**src/rtl/serial_pkg.sv**
```systemverilog
// Shared definitions for the three-wire serial link (transmission/clock/data).
// Contents:
//   rx_state_t       receiver FSM state (IDLE, RECV)
//   SERIAL_WIDTH     bits per word, also used by the transmitter
//   SYNC_STAGES_DEF  default synchronizer depth per link input
package serial_pkg;

  typedef enum logic {
    IDLE = 1'b0,
    RECV = 1'b1
  } rx_state_t;

  localparam int SERIAL_WIDTH    = 8;
  localparam int SYNC_STAGES_DEF = 2;

endpackage

```
**src/rtl/sync_edge.sv**
```systemverilog
// Synchronizer chain plus edge detector for one asynchronous input.
// Ports:
//   clk      in   system clock
//   rst      in   synchronous active-high reset
//   async_i  in   asynchronous input line
//   level_o  out  synchronized level (last stage of the chain)
//   rise_o   out  one-cycle strobe, registered, level went 0 -> 1
//   fall_o   out  one-cycle strobe, registered, level went 1 -> 0
// STAGES must be at least 2.
module sync_edge #(
  parameter int STAGES = 2
) (
  input  logic clk,
  input  logic rst,
  input  logic async_i,
  output logic level_o,
  output logic rise_o,
  output logic fall_o
);

  logic [STAGES-1:0] chain_q;
  logic              prev_q;
  logic              rise_q;
  logic              fall_q;

  // Edge strobes are registered so that a rise is acted on exactly
  // STAGES+1 clk edges after the raw line is first sampled.
  always_ff @(posedge clk) begin
    if (rst) begin
      chain_q <= '0;
      prev_q  <= 1'b0;
      rise_q  <= 1'b0;
      fall_q  <= 1'b0;
    end else begin
      chain_q <= {chain_q[STAGES-2:0], async_i};
      prev_q  <= chain_q[STAGES-1];
      rise_q  <= chain_q[STAGES-1] & ~prev_q;
      fall_q  <= ~chain_q[STAGES-1] & prev_q;
    end
  end

  assign level_o = chain_q[STAGES-1];
  assign rise_o  = rise_q;
  assign fall_o  = fall_q;

endmodule

```
**src/rtl/serial_receiver.sv**
```systemverilog
// Receiving end of the three-wire serial link. The link lines are
// oversampled in the clk domain; a bit is shifted in on every rising edge
// of the serial clock while a frame (transmission high) is open.
// Ports:
//   clk           in   system clock
//   rst           in   synchronous active-high reset
//   transmission  in   frame enable from the link (asynchronous)
//   clock         in   serial bit clock from the link (asynchronous)
//   data          in   serial data from the link
//   word          out  last completed word, held until the next one
//   valid         out  one-cycle strobe, word is new this cycle
//   frame_err     out  one-cycle strobe, frame ended with a partial word
//   busy          out  high while a frame is being received
//   state_o       out  current FSM state, for observation
// Handshake: valid/frame_err are plain strobes with no ready; the consumer
// must capture word in the cycle valid is high. Both are never high together.
module serial_receiver
  import serial_pkg::*;
#(
  parameter int WIDTH       = SERIAL_WIDTH,
  parameter int MSB_FIRST   = 1,
  parameter int SYNC_STAGES = SYNC_STAGES_DEF
) (
  input  logic             clk,
  input  logic             rst,
  input  logic             transmission,
  input  logic             clock,
  input  logic             data,
  output logic [WIDTH-1:0] word,
  output logic             valid,
  output logic             frame_err,
  output logic             busy,
  output rx_state_t        state_o
);

  localparam int              CNT_W     = (WIDTH > 1) ? $clog2(WIDTH) : 1;
  localparam logic [CNT_W-1:0] CNT_LAST = CNT_W'(WIDTH - 1);
  localparam logic [7:0]      WARM_LAST = 8'(SYNC_STAGES + 1);

  // Synchronized link lines and edge strobes.
  logic tx_s, tx_rise, tx_fall;
  logic sck_s, sck_rise, sck_fall;
  logic dat_s, dat_rise, dat_fall;

  sync_edge #(.STAGES(SYNC_STAGES)) u_tx_sync (
    .clk     (clk),
    .rst     (rst),
    .async_i (transmission),
    .level_o (tx_s),
    .rise_o  (tx_rise),
    .fall_o  (tx_fall)
  );

  sync_edge #(.STAGES(SYNC_STAGES)) u_sck_sync (
    .clk     (clk),
    .rst     (rst),
    .async_i (clock),
    .level_o (sck_s),
    .rise_o  (sck_rise),
    .fall_o  (sck_fall)
  );

  sync_edge #(.STAGES(SYNC_STAGES)) u_dat_sync (
    .clk     (clk),
    .rst     (rst),
    .async_i (data),
    .level_o (dat_s),
    .rise_o  (dat_rise),
    .fall_o  (dat_fall)
  );

  // Only the data level and the serial-clock rise matter here.
  logic edge_unused;
  assign edge_unused = ^{sck_s, sck_fall, dat_rise, dat_fall};

  rx_state_t        state_q, state_d;
  logic [CNT_W-1:0] cnt_q, cnt_d;
  logic [WIDTH-1:0] sh_q, sh_d;
  logic [WIDTH-1:0] word_q, word_d;
  logic             valid_q, valid_d;
  logic             ferr_q, ferr_d;
  logic [WIDTH-1:0] shifted;

  // Frame-start arming. Reset clears the synchronizers to 0, so if reset
  // lands mid-frame the refilled chain would look like a fresh tx rise.
  // A frame start is only accepted once the synchronized transmission line
  // has been seen low after the chain has refilled.
  logic [7:0] warm_q;
  logic       armed_q;

  always_ff @(posedge clk) begin
    if (rst) begin
      state_q <= IDLE;
      cnt_q   <= '0;
      sh_q    <= '0;
      word_q  <= '0;
      valid_q <= 1'b0;
      ferr_q  <= 1'b0;
      warm_q  <= '0;
      armed_q <= 1'b0;
    end else begin
      state_q <= state_d;
      cnt_q   <= cnt_d;
      sh_q    <= sh_d;
      word_q  <= word_d;
      valid_q <= valid_d;
      ferr_q  <= ferr_d;
      if (warm_q != WARM_LAST) begin
        warm_q <= warm_q + 8'd1;
      end
      if ((warm_q == WARM_LAST) && !tx_s) begin
        armed_q <= 1'b1;
      end
    end
  end

  always_comb begin
    if (MSB_FIRST != 0) begin
      shifted = {sh_q[WIDTH-2:0], dat_s};
    end else begin
      shifted = {dat_s, sh_q[WIDTH-1:1]};
    end
  end

  always_comb begin
    state_d = state_q;
    cnt_d   = cnt_q;
    sh_d    = sh_q;
    word_d  = word_q;
    valid_d = 1'b0;
    ferr_d  = 1'b0;
    case (state_q)
      IDLE: begin
        cnt_d = '0;
        if (tx_rise && armed_q) begin
          state_d = RECV;
          sh_d    = '0;
        end
      end
      RECV: begin
        // The bit is taken before the frame end is evaluated, so a bit
        // that completes a word in the same cycle as tx_fall is a clean end.
        if (sck_rise) begin
          sh_d = shifted;
          if (cnt_q == CNT_LAST) begin
            word_d  = shifted;
            valid_d = 1'b1;
            cnt_d   = '0;
          end else begin
            cnt_d = cnt_q + 1'b1;
          end
        end
        if (tx_fall) begin
          if (cnt_d != '0) begin
            ferr_d = 1'b1;
          end
          sh_d    = '0;
          cnt_d   = '0;
          state_d = IDLE;
        end
      end
      default: begin
        state_d = IDLE;
      end
    endcase
  end

  assign word      = word_q;
  assign valid     = valid_q;
  assign frame_err = ferr_q;
  assign busy      = (state_q == RECV);
  assign state_o   = state_q;

endmodule
```
**config.mk**
```make
export PLATFORM = sky130hd
export DESIGN_NAME = serial_receiver
export DESIGN_NICKNAME = d
export VERILOG_FILES = /design/src/rtl/serial_pkg.sv /design/src/rtl/sync_edge.sv /design/src/rtl/serial_receiver.sv
export SDC_FILE = /design/constraint.sdc
export NUM_CORES = 1
export LEC_CHECK = 0
export CAP_MARGIN = 30
export CORE_MARGIN = 8
export CORE_UTILIZATION = 55
export CTS_CLUSTER_DIAMETER = 30
export DETAILED_ROUTE_END_ITERATION = 16
export MAX_ROUTING_LAYER = met4
export PLACE_DENSITY = 0.81
export SLEW_MARGIN = 20
export SYNTH_ARGS = -nofsm -noshare
export SYNTH_HDL_FRONTEND = slang
export SYNTH_SLANG_ARGS = --single-unit
export TNS_END_PERCENT = 100
```
**constraint.sdc**
```tcl
create_clock -name clk -period 2.8 [get_ports clk]
set_clock_uncertainty 0.05 [all_clocks]
set_input_delay 0.56 -clock clk [delete_from_list [all_inputs] [get_ports clk]]
set_output_delay 0.56 -clock clk [all_outputs]
set_load 0.1 [all_outputs]
```
==> results of run 1 <==
per-stage QoR:
stage | area (µm²) | worst slack, ns
final | 1678 | 1.025
after global routing | 1678 | 0.9601
after CTS | 1678 | 1.008
after detailed placement | 1629 | 1.030
after global placement | 1629 | 1.056
after floorplan | 1490 | 0.7344
final cells by class:
| class | instances | area share |
|---|---|---|
| well taps | 31 | 0.02312 |
| inverters | 2 | 0.004474 |
| multi-input cells | 106 | 0.3721 |
| repair buffers | 17 | 0.08203 |
| clock buffers | 8 | 0.02908 |
| flip-flops and latches | 41 | 0.4892 |
worst min-delay path by stage:
| stage | depth (start not counted) | startpoint | to | slack, ns |
|---|---|---|---|---|
| after floorplan | 1 | u_sck_sync.prev_q | u_sck_sync.rise_o | 0.32 |
| after global placement | 1 | u_sck_sync.prev_q | u_sck_sync.rise_o | 0.32 |
| after detailed placement | 1 | u_sck_sync.prev_q | u_sck_sync.rise_o | 0.34 |
| after CTS | 1 | u_sck_sync.prev_q | u_sck_sync.rise_o | 0.34 |
| after global routing | 1 | u_sck_sync.prev_q | u_sck_sync.rise_o | 0.36 |
| final | 1 | u_sck_sync.prev_q | u_sck_sync.rise_o | 0.34 |
registers in the layout, summed over array words and instances (netlist names), 2 cells and up:
register and flops:
word 8, u_tx_sync.chain_q 2, warm_q 8, u_sck_sync.chain_q 2, sh_q 7, cnt_q 3
u_dat_sync.chain_q 2
synthesized netlist by cell type (all sizes together), types with 2 or more instances:
library cell,count
a21oi,13
a32oi,7
buf,4
clkbuf,4
dfxtp,41
ha,3
inv,2
mux2i,3
nand2,18
nand2b,2
nand3,6
nor2,17
nor2b,8
nor3,4
o21ai,5
or3,4
xor2,2
where the power goes:
part / leakage [µW] / total [µW] / internal, µW / switching [µW]
Clock: 0.0000265 / 270 / 100 / 170
Combinational: 0.000257 / 51.5 / 24.5 / 27.0
Sequential: 0.000332 / 611 / 597 / 14.2
cell families (layout without fill, tap and decap cells):
logic type | after synthesis | count (layout) | share of synthesized area
adders and majority gates | 3 | 3 | 0.02519
DFF | 41 | 41 | 0.5508
AOI/OAI and AO/OA | 30 | 30 | 0.1268
buffers and inverters | 10 | 27 | 0.03022
and+or+nand+nor | 67 | 67 | 0.2292
muxes | 3 | 3 | 0.02015
xor gates and xnor gates | 3 | 3 | 0.01764
per-layer routing:
metal,vias to the layer above,GRT usage,part of all wire
met5,-,-,0
met4,0,0.07161,0.019
met3,8,0.04255,0.061
met2,25,0.1981,0.48
met1,508,0.1154,0.44
li1,576,-,-
==> results.sh, run 1 <==
export IMPL_run_status="complete, no violations"
export IMPL_synthArstFlopShare=0
export IMPL_worst_r2r_setup_slack_ns=1.10
export IMPL_detail_route_iter0_violations=37
export IMPL_synth_area_top_cells="sky130_fd_sc_hd__dfxtp_1 (55%), sky130_fd_sc_hd__nand2_1 (4.5%), sky130_fd_sc_hd__a21oi_1 (4.4%)"
export IMPL_synth_warning_count=0
export IMPL_finalWorstPathRequiredPeriod_ns=1.775
export IMPL_cp_slowest_cell="sky130_fd_sc_hd__dfxtp_1"
export IMPL_final_core_util=0.6302
export IMPL_clock_buffer_count_from_cts=5
export IMPL_syn_nets=165
export IMPL_hold_buffers=0
export IMPL_p_total_uw=932.1
export IMPL_final_common_cell="sky130_fd_sc_hd__dfxtp_1"
export IMPL_register_clock_pin_slew_on_the_reported_worst_setup_and_hold_paths_ns=0.11
export IMPL_routabilityCongestion=0.7887
export IMPL_finalNonFillerCells=205
export IMPL_static_leakage_power_uw=0.0006164
export IMPL_antenna_violating_nets_post_route=0
export IMPL_dp_cells=197
export IMPL_htree_depth=2
export IMPL_fillCellCount=231
export IMPL_cp_start_kind="flop"
export IMPL_crit_family="flip-flops"
export IMPL_startpoint="busy"
export IMPL_final_number_of_max_transition_violations=0
export IMPL_clock_latency_reported_for_the_late_side_of_the_worst_skew_pair_ns=0.33
export IMPL_pin_count_of_the_biggest_net_entering_global_routing=35
export IMPL_worst_path_stages=1
export IMPL_die_width_um=68.05
export IMPL_finalWirelength_um=2581
export IMPL_critPathMaxFanout=9
export IMPL_wl_per_cell_um=12.59
export IMPL_grt_use_total=0.1185
export IMPL_share_of_post_route_cells_with_drive_strength_above_1=0.1149
export IMPL_antennaDiodeCount=0
export IMPL_powerDensity_nw_per_um2=555.5
export IMPL_synthDominantCellAreaShare=0.5508
export IMPL_synth_top_flop_cell="sky130_fd_sc_hd__dfxtp_1"
export IMPL_setup_repair_after_global_routing_missed_its_margin="no"
export IMPL_cts_resized=0
export IMPL_top_level_ports=17
export IMPL_drt_pre_antenna_iters=4
export IMPL_detailroute_via_count=1117
export IMPL_place_hpwl_um=1854
export IMPL_final_seq_area_um2=820.8
export IMPL_finalSetupViolCount=0
export IMPL_placementRows=19
export IMPL_layout_cells_most_common_list="sky130_fd_sc_hd__dfxtp_1 (41), sky130_fd_sc_hd__nand2_1 (18), sky130_fd_sc_hd__nor2_1 (17)"
export IMPL_worstSetupPathType="reg2out"
export IMPL_drc=0
export IMPL_root_buffer="sky130_fd_sc_hd__clkbuf_4"
export IMPL_critical_path_cell_sequence="buf_4"
export IMPL_cap_viol_max_count=0
export IMPL_clock_tree_buffer_depth=2
export IMPL_largest_stage_delay_worst_path_ns=0.48
export IMPL_synthDominantAreaCellType="sky130_fd_sc_hd__dfxtp_1"
export IMPL_design_die_area_um2=4631
export IMPL_min_path_type="reg2reg"
export IMPL_synth_edf_count=0
export IMPL_critPathCapture="state_o"
export IMPL_die_h_um=68.05
export IMPL_power_ir_vdd_worst_mv=0.4353
export IMPL_fin_nets=181
export IMPL_synth_sequential_area_ratio=0.5508
export IMPL_multi_input_area_um2=624.3
export IMPL_startpoint_of_the_worst_register_to_register_path="warm_q[0]"
export IMPL_synthesis_area_per_instance_um2=9.492
export IMPL_synth_distinct_cells=34
export IMPL_initial_util=0.5597
export IMPL_r2r_end="warm_q[0]"
export IMPL_io_buffers=16
export IMPL_post_cts_repair_setup_buffers=0
export IMPL_worst_slew_pin_transition_ns=0.4523
export IMPL_relSlewSlack=0.6965
export IMPL_tns_ns=0
export IMPL_path_buf_inv=1
export IMPL_fp_coreArea_um2=2663
export IMPL_global_route_overflow_total=0
export IMPL_r2r_worst_path_cells=4
export IMPL_cp_end_kind="output pin"
export IMPL_synth_seq_cells=41
export IMPL_worst_hold_slack_ns=0.3402
export IMPL_via_count_of_the_first_global_routing_pass=1014
export IMPL_fmax_mhz=563.5
export IMPL_cp_data_arrival_time_ns=1.16
export IMPL_antenna_violations_before_repair=0
export IMPL_cts_sinks=41
export IMPL_synthesis_instances=157
export IMPL_total_count_of_hold_check_failures_in_the_final_report=0
export IMPL_grt_pass1_wl_um=4084
export IMPL_area_growth_from_synthesis_to_layout_pct=12.59
export IMPL_fin_crit_sh=0.6338
export IMPL_route_detailed_vias_per_inst=5.449
export IMPL_cts_tree="done"
export IMPL_syn_area_um2=1490
export IMPL_worstPathRequired_ns=2.19
Note: power is estimated with default switching activity, not from simulation.
==> inputs of run 2 (changes only) <==
- CORE_UTILIZATION: 55 -> 53
- PLACE_DENSITY: 0.81 -> 0.79
- clock period: 2.8 -> 1.7 ns (I/O delays scaled with it)
==> results.sh, run 2 (synthesis results as in run 1) <==
export IMPL_fin_nets=181
export IMPL_drc=0
export IMPL_clkPwrFrac=0.330
export IMPL_run_status="complete, no violations"
export IMPL_die_h_um=69.03
export IMPL_hp_start="u_sck_sync.prev_q"
export IMPL_detailedPlace_worstSlack_ns=0.1106
export IMPL_pin_count_of_the_biggest_net_entering_global_routing=35
export IMPL_worst_slew_pin_transition_ns=0.4865
export IMPL_root_buffer="sky130_fd_sc_hd__clkbuf_4"
export IMPL_finalWirelength_um=2706
export IMPL_r2r_end="warm_q[0]"
export IMPL_path_buf_inv=0
export IMPL_drt_pre_antenna_iters=4
export IMPL_cts_tree="done"
export IMPL_finalNonFillerCells=205
export IMPL_hold_path_depth=1
export IMPL_final_core_util=0.6907
export IMPL_antenna_violating_nets_post_route=0
export IMPL_grt_pass1_wl_um=4871
export IMPL_clock_latency_reported_for_the_late_side_of_the_worst_skew_pair_ns=0.35
export IMPL_switching_share=0.2253
export IMPL_r2r_worst_path_cells=4
export IMPL_antennaDiodeCount=0
export IMPL_detailroute_via_count=1121
export IMPL_cp_end_kind="flop"
export IMPL_cp_data_arrival_time_ns=1.81
export IMPL_die_width_um=69.03
export IMPL_finalSetupViolCount=0
export IMPL_initial_util=0.5499
export IMPL_total_count_of_hold_check_failures_in_the_final_report=0
export IMPL_cp_start_kind="flop"
export IMPL_hold_end="u_sck_sync.rise_o"
export IMPL_design_die_area_um2=4764
export IMPL_cp_slowest_cell="sky130_fd_sc_hd__or4b_1"
export IMPL_fp_coreArea_um2=2710
export IMPL_routabilityCongestion=0.7727
export IMPL_worstPathRequired_ns=1.90
export IMPL_via_count_of_the_first_global_routing_pass=1132
export IMPL_worst_hold_slack_ns=0.3482
export IMPL_total_switching_power_uw=368.9
export IMPL_pwr_share_comb=0.056
export IMPL_critical_path_cell_sequence="ha_1 > or4b_1 > nor3_2 > nor3_1"
export IMPL_clock_tree_buffer_depth=2
export IMPL_relSlewSlack=0.6735
export IMPL_route_detailed_vias_per_inst=5.468
export IMPL_worstSetupPathType="reg2reg"
export IMPL_cap_viol_max_count=0
export IMPL_final_number_of_max_transition_violations=0
export IMPL_powerDensity_nw_per_um2=875.0
export IMPL_placementRows=19
export IMPL_seq_power_share=0.614
export IMPL_hold_buffers=0
export IMPL_register_clock_pin_slew_on_the_reported_worst_setup_and_hold_paths_ns=0.11
export IMPL_static_leakage_power_uw=0.0006695
export IMPL_finalWorstPathRequiredPeriod_ns=1.613
export IMPL_htree_depth=2
export IMPL_cts_sinks=41
export IMPL_area_growth_from_synthesis_to_layout_pct=25.61
export IMPL_layout_cells_most_common_list="sky130_fd_sc_hd__dfxtp_1 (40), sky130_fd_sc_hd__nand2_1 (18), sky130_fd_sc_hd__nor2_1 (17)"
export IMPL_cellInternalPower_uw=1269
export IMPL_fmax_mhz=620.0
export IMPL_power_ir_vdd_worst_mv=0.7474
export IMPL_top_level_ports=17
export IMPL_critPathMaxFanout=6
export IMPL_wl_per_cell_um=13.20
export IMPL_dp_cells=197
export IMPL_fin_crit_sh=0.9488
export IMPL_io_buffers=16
export IMPL_final_common_cell="sky130_fd_sc_hd__dfxtp_1"
export IMPL_startpoint_of_the_worst_register_to_register_path="warm_q[0]"
export IMPL_post_cts_repair_setup_buffers=0
export IMPL_setup_ws_ns=0.08697
export IMPL_grt_use_total=0.1247
export IMPL_detail_route_iter0_violations=50
export IMPL_worst_r2r_setup_slack_ns=0.09
export IMPL_clock_buffer_count_from_cts=5
export IMPL_min_path_type="reg2reg"
export IMPL_antenna_violations_before_repair=0
export IMPL_largest_stage_delay_worst_path_ns=0.50
export IMPL_cts_resized=0
export IMPL_share_of_post_route_cells_with_drive_strength_above_1=0.1379
export IMPL_tns_ns=0
export IMPL_global_route_overflow_total=0
export IMPL_place_hpwl_um=2045
export IMPL_crit_family="simple AND/OR/NAND/NOR gates"
## run 2: cell types whose count changed in the layout (fill, tap and decap cells not counted)
cell / before / now
sky130_fd_sc_hd__clkbuf_1: 3 / 0
sky130_fd_sc_hd__clkbuf_8: 0 / 2
sky130_fd_sc_hd__dfxtp_1: 41 / 40
sky130_fd_sc_hd__buf_12: 0 / 13
sky130_fd_sc_hd__nor4b_2: 1 / 0
sky130_fd_sc_hd__buf_4: 13 / 0
sky130_fd_sc_hd__clkinv_2: 0 / 1
sky130_fd_sc_hd__nor4b_4: 0 / 1
sky130_fd_sc_hd__dfxtp_2: 0 / 1
## run 2: power groups by stage
stage               sequential, µW  combinational (µW)  clock [µW]
floorplan                     1020                67.7           0
global placement              1020                85.2           0
detailed placement            1030                90.8           0
CTS                           1010                90.9         563
global route                  1010                 102         601
finish                        1010                91.9         540
## run 2: metal layers
layer	GRT usage	share of wire	up-vias
met5	-	0	-
li1	-	-	579
met4	0.05011	0.0078	0
met2	0.2172	0.54	15
met1	0.1153	0.41	525
met3	0.05866	0.044	2
## run 2: worst max-delay path by stage
stage          startpoint         to  slack [ns]  depth (start not counted)
5_1_grt         warm_q[0]  warm_q[1]      -0.003                          4
4_1_cts         warm_q[0]  warm_q[0]        0.09                          4
6_report        warm_q[0]  warm_q[0]        0.09                          4
3_3_place_gp    warm_q[0]  warm_q[0]        0.19                          4
3_5_place_dp    warm_q[0]  warm_q[0]        0.11                          4
2_1_floorplan   warm_q[0]  warm_q[0]        0.22                          4
## run 2: metrics by stage
stage | total power (µW) | cell area (µm²)
global placement | 1109 | 1793
floorplan | 1086 | 1491
CTS | 1659 | 1863
finish | 1638 | 1872
detailed placement | 1118 | 1793
global route | 1712 | 1872
## run 2: area by class of cell
cell class	instances	area, µm²
multi-input cells	106	633.1
inverters	2	7.507
clock inverters	1	5.005
repair buffers	17	300.3
clock buffers	7	65.06
well taps	31	38.79
flip-flops and latches	41	822.0
fillers	218	838.3
==> inputs of run 3 (changes only) <==
- CELL_PAD_IN_SITES_DETAIL_PLACEMENT: unset -> 0
- CELL_PAD_IN_SITES_GLOBAL_PLACEMENT: unset -> 1
- CORE_UTILIZATION: 53 -> 46
- DONT_BUFFER_PORTS: unset -> 1
- PLACE_DENSITY: 0.79 -> 0.78
==> results.sh, run 3 (synthesis results as in run 1) <==
export IMPL_area_growth_from_synthesis_to_layout_pct=12.34
export IMPL_routabilityCongestion=0.7460
export IMPL_finish_instance_area_um2=1674
export IMPL_fin_nets=177
export IMPL_top_level_ports=17
export IMPL_htree_depth=2
export IMPL_fmax_mhz=619.2
export IMPL_design_die_area_um2=5317
export IMPL_route_detailed_vias_per_inst=5.145
export IMPL_antennaDiodeCount=0
export IMPL_clock_buffer_count_from_cts=5
export IMPL_finalWirelength_um=2598
export IMPL_cp_end_kind="flop"
export IMPL_cts_tree="done"
export IMPL_fillCellCount=310
export IMPL_static_leakage_power_uw=0.0005974
export IMPL_final_core_util=0.5439
export IMPL_layout_cells_most_common_list="sky130_fd_sc_hd__dfxtp_1 (39), sky130_fd_sc_hd__nand2_1 (18), sky130_fd_sc_hd__nor2_1 (17)"
export IMPL_seq_power_share=0.646
export IMPL_antenna_violating_nets_post_route=0
export IMPL_clock_latency_reported_for_the_late_side_of_the_worst_skew_pair_ns=0.34
export IMPL_worst_slew_pin_transition_ns=0.5170
export IMPL_worstSetupPathType="reg2reg"
export IMPL_detail_route_iter0_violations=79
export IMPL_grt_pass1_wl_um=4540
export IMPL_placementRows=20
export IMPL_worst_r2r_setup_slack_ns=0.09
export IMPL_drt_pre_antenna_iters=4
export IMPL_startpoint_of_the_worst_register_to_register_path="busy"
export IMPL_worstPathRequired_ns=1.94
export IMPL_register_clock_pin_slew_on_the_reported_worst_setup_and_hold_paths_ns=0.12
export IMPL_cap_viol_max_count=0
export IMPL_cp_data_arrival_time_ns=1.86
export IMPL_die_h_um=72.92
export IMPL_io_buffers=0
export IMPL_r2r_worst_path_cells=3
export IMPL_pin_count_of_the_biggest_net_entering_global_routing=32
export IMPL_post_cts_repair_setup_buffers=0
export IMPL_initial_util=0.4841
export IMPL_fp_coreArea_um2=3078
export IMPL_setup_repair_after_global_routing_missed_its_margin="no"
export IMPL_detail_route_wirelength_met1_um=1171
export IMPL_finalSetupViolCount=0
export IMPL_clock_tree_buffer_depth=2
export IMPL_switching_share=0.2456
export IMPL_global_route_overflow_total=0
export IMPL_cp_slowest_cell="sky130_fd_sc_hd__dlygate4sd3_1"
export IMPL_place_hpwl_um=1797
export IMPL_tns_ns=0
export IMPL_cts_sinks=41
export IMPL_final_common_cell="sky130_fd_sc_hd__dfxtp_1"
export IMPL_share_of_post_route_cells_with_drive_strength_above_1=0.1471
export IMPL_power_ir_vdd_worst_mv=0.6174
export IMPL_antenna_violations_before_repair=0
export IMPL_r2r_end="busy"
export IMPL_total_met2_wirelength_after_detailed_routing_um=1242
export IMPL_critPathMaxFanout=8
export IMPL_hp_start="clock"
export IMPL_cp_start_kind="flop"
export IMPL_hold_path_depth=1
export IMPL_via_count_of_the_first_global_routing_pass=1061
export IMPL_min_path_type="in2reg"
export IMPL_cellInternalPower_uw=1176
export IMPL_grt_use_total=0.1133
export IMPL_total_switching_power_uw=382.8
export IMPL_setup_ws_ns=0.08502
export IMPL_hold_end="u_sck_sync.chain_q[0]"
export IMPL_placed_cell_area_um2=1592
export IMPL_pwr_share_comb=0.048
export IMPL_critical_path_cell_sequence="nand3b_1 > a21oi_1 > dlygate4sd3_1"
export IMPL_top_layer_used="met4"
export IMPL_final_number_of_max_transition_violations=0
export IMPL_powerDensity_nw_per_um2=931.1
export IMPL_largest_stage_delay_worst_path_ns=0.57
export IMPL_wl_per_cell_um=12.14
export IMPL_root_buffer="sky130_fd_sc_hd__clkbuf_4"
export IMPL_relSlewSlack=0.6553
export IMPL_route_met3_wl_um=142
export IMPL_drc=0
export IMPL_finalWorstPathRequiredPeriod_ns=1.615
export IMPL_total_count_of_hold_check_failures_in_the_final_report=0
export IMPL_clkPwrFrac=0.306
export IMPL_detailroute_via_count=1101
export IMPL_die_width_um=72.92
export IMPL_detailedPlace_worstSlack_ns=0.08632
export IMPL_run_status="complete, no violations"
export IMPL_fin_crit_sh=0.9500
-- run 3: critical path: cells and delay by family (launching register included) --
| kind | cells | cell delay, ns |
|---|---|---|
| flops | 1 | 0.38 |
| simple gates | 1 | 0.33 |
| compound gates | 1 | 0.23 |
| buf+inv | 1 | 0.57 |
-- run 3: what timing repair did --
| action | in CTS | in global routing |
|---|---|---|
| gates resized for setup | 0 | 3 |
| hold buffers | 2 | 0 |
| hold endpoints to repair | 32 | 0 |
| endpoints found under the setup margin | 0 | 8 |
-- run 3: area by class of cell --
class	instances	area [µm²]	area share
sequential	41	823.3	0.4918
multi-input combinational	106	626.9	0.3744
timing repair buffer	13	101.3	0.06054
tap	44	55.05	0.03288
clock buffer	5	37.54	0.02242
clock inverter	3	22.52	0.01345
inverter	2	7.507	0.004484
-- run 3: worst max path at each step --
stage | start | endpoint | slack, ns | depth (start not counted)
2_1_floorplan | warm_q[0] | warm_q[0] | 0.22 | 4
3_3_place_gp | warm_q[0] | warm_q[0] | 0.18 | 4
3_5_place_dp | warm_q[0] | warm_q[0] | 0.09 | 4
4_1_cts | warm_q[0] | warm_q[0] | 0.01 | 4
5_1_grt | warm_q[1] | warm_q[1] | 0.007 | 4
6_report | busy | busy | 0.09 | 3
-- run 3: metal layers --
layer  track usage  vias to the layer above
met2        0.1720                       19
met5             -                        -
met4       0.06667                        0
li1              -                      575
met3       0.04533                        5
met1        0.1225                      502
-- run 3: power groups by stage --
stage / sequential, µW / combinational (µW) / clock [µW]
2_1_floorplan: 1020 / 67.7 / 0
3_3_place_gp: 1020 / 60.3 / 0
3_5_place_dp: 1030 / 62.2 / 0
4_1_cts: 1010 / 74.9 / 507
5_1_grt: 1010 / 87.1 / 548
6_report: 1010 / 74.5 / 478
-- run 3: stage by stage --
step / cells / hold slack, ns / total power [µW]
finish: 214 / 0.06202 / 1559
global route: 214 / 0.03017 / 1647
CTS: 214 / 0.03990 / 1588
detailed placement: 204 / 0.3337 / 1089
global placement: 204 / 0.3220 / 1085
floorplan: 157 / 0.3174 / 1086
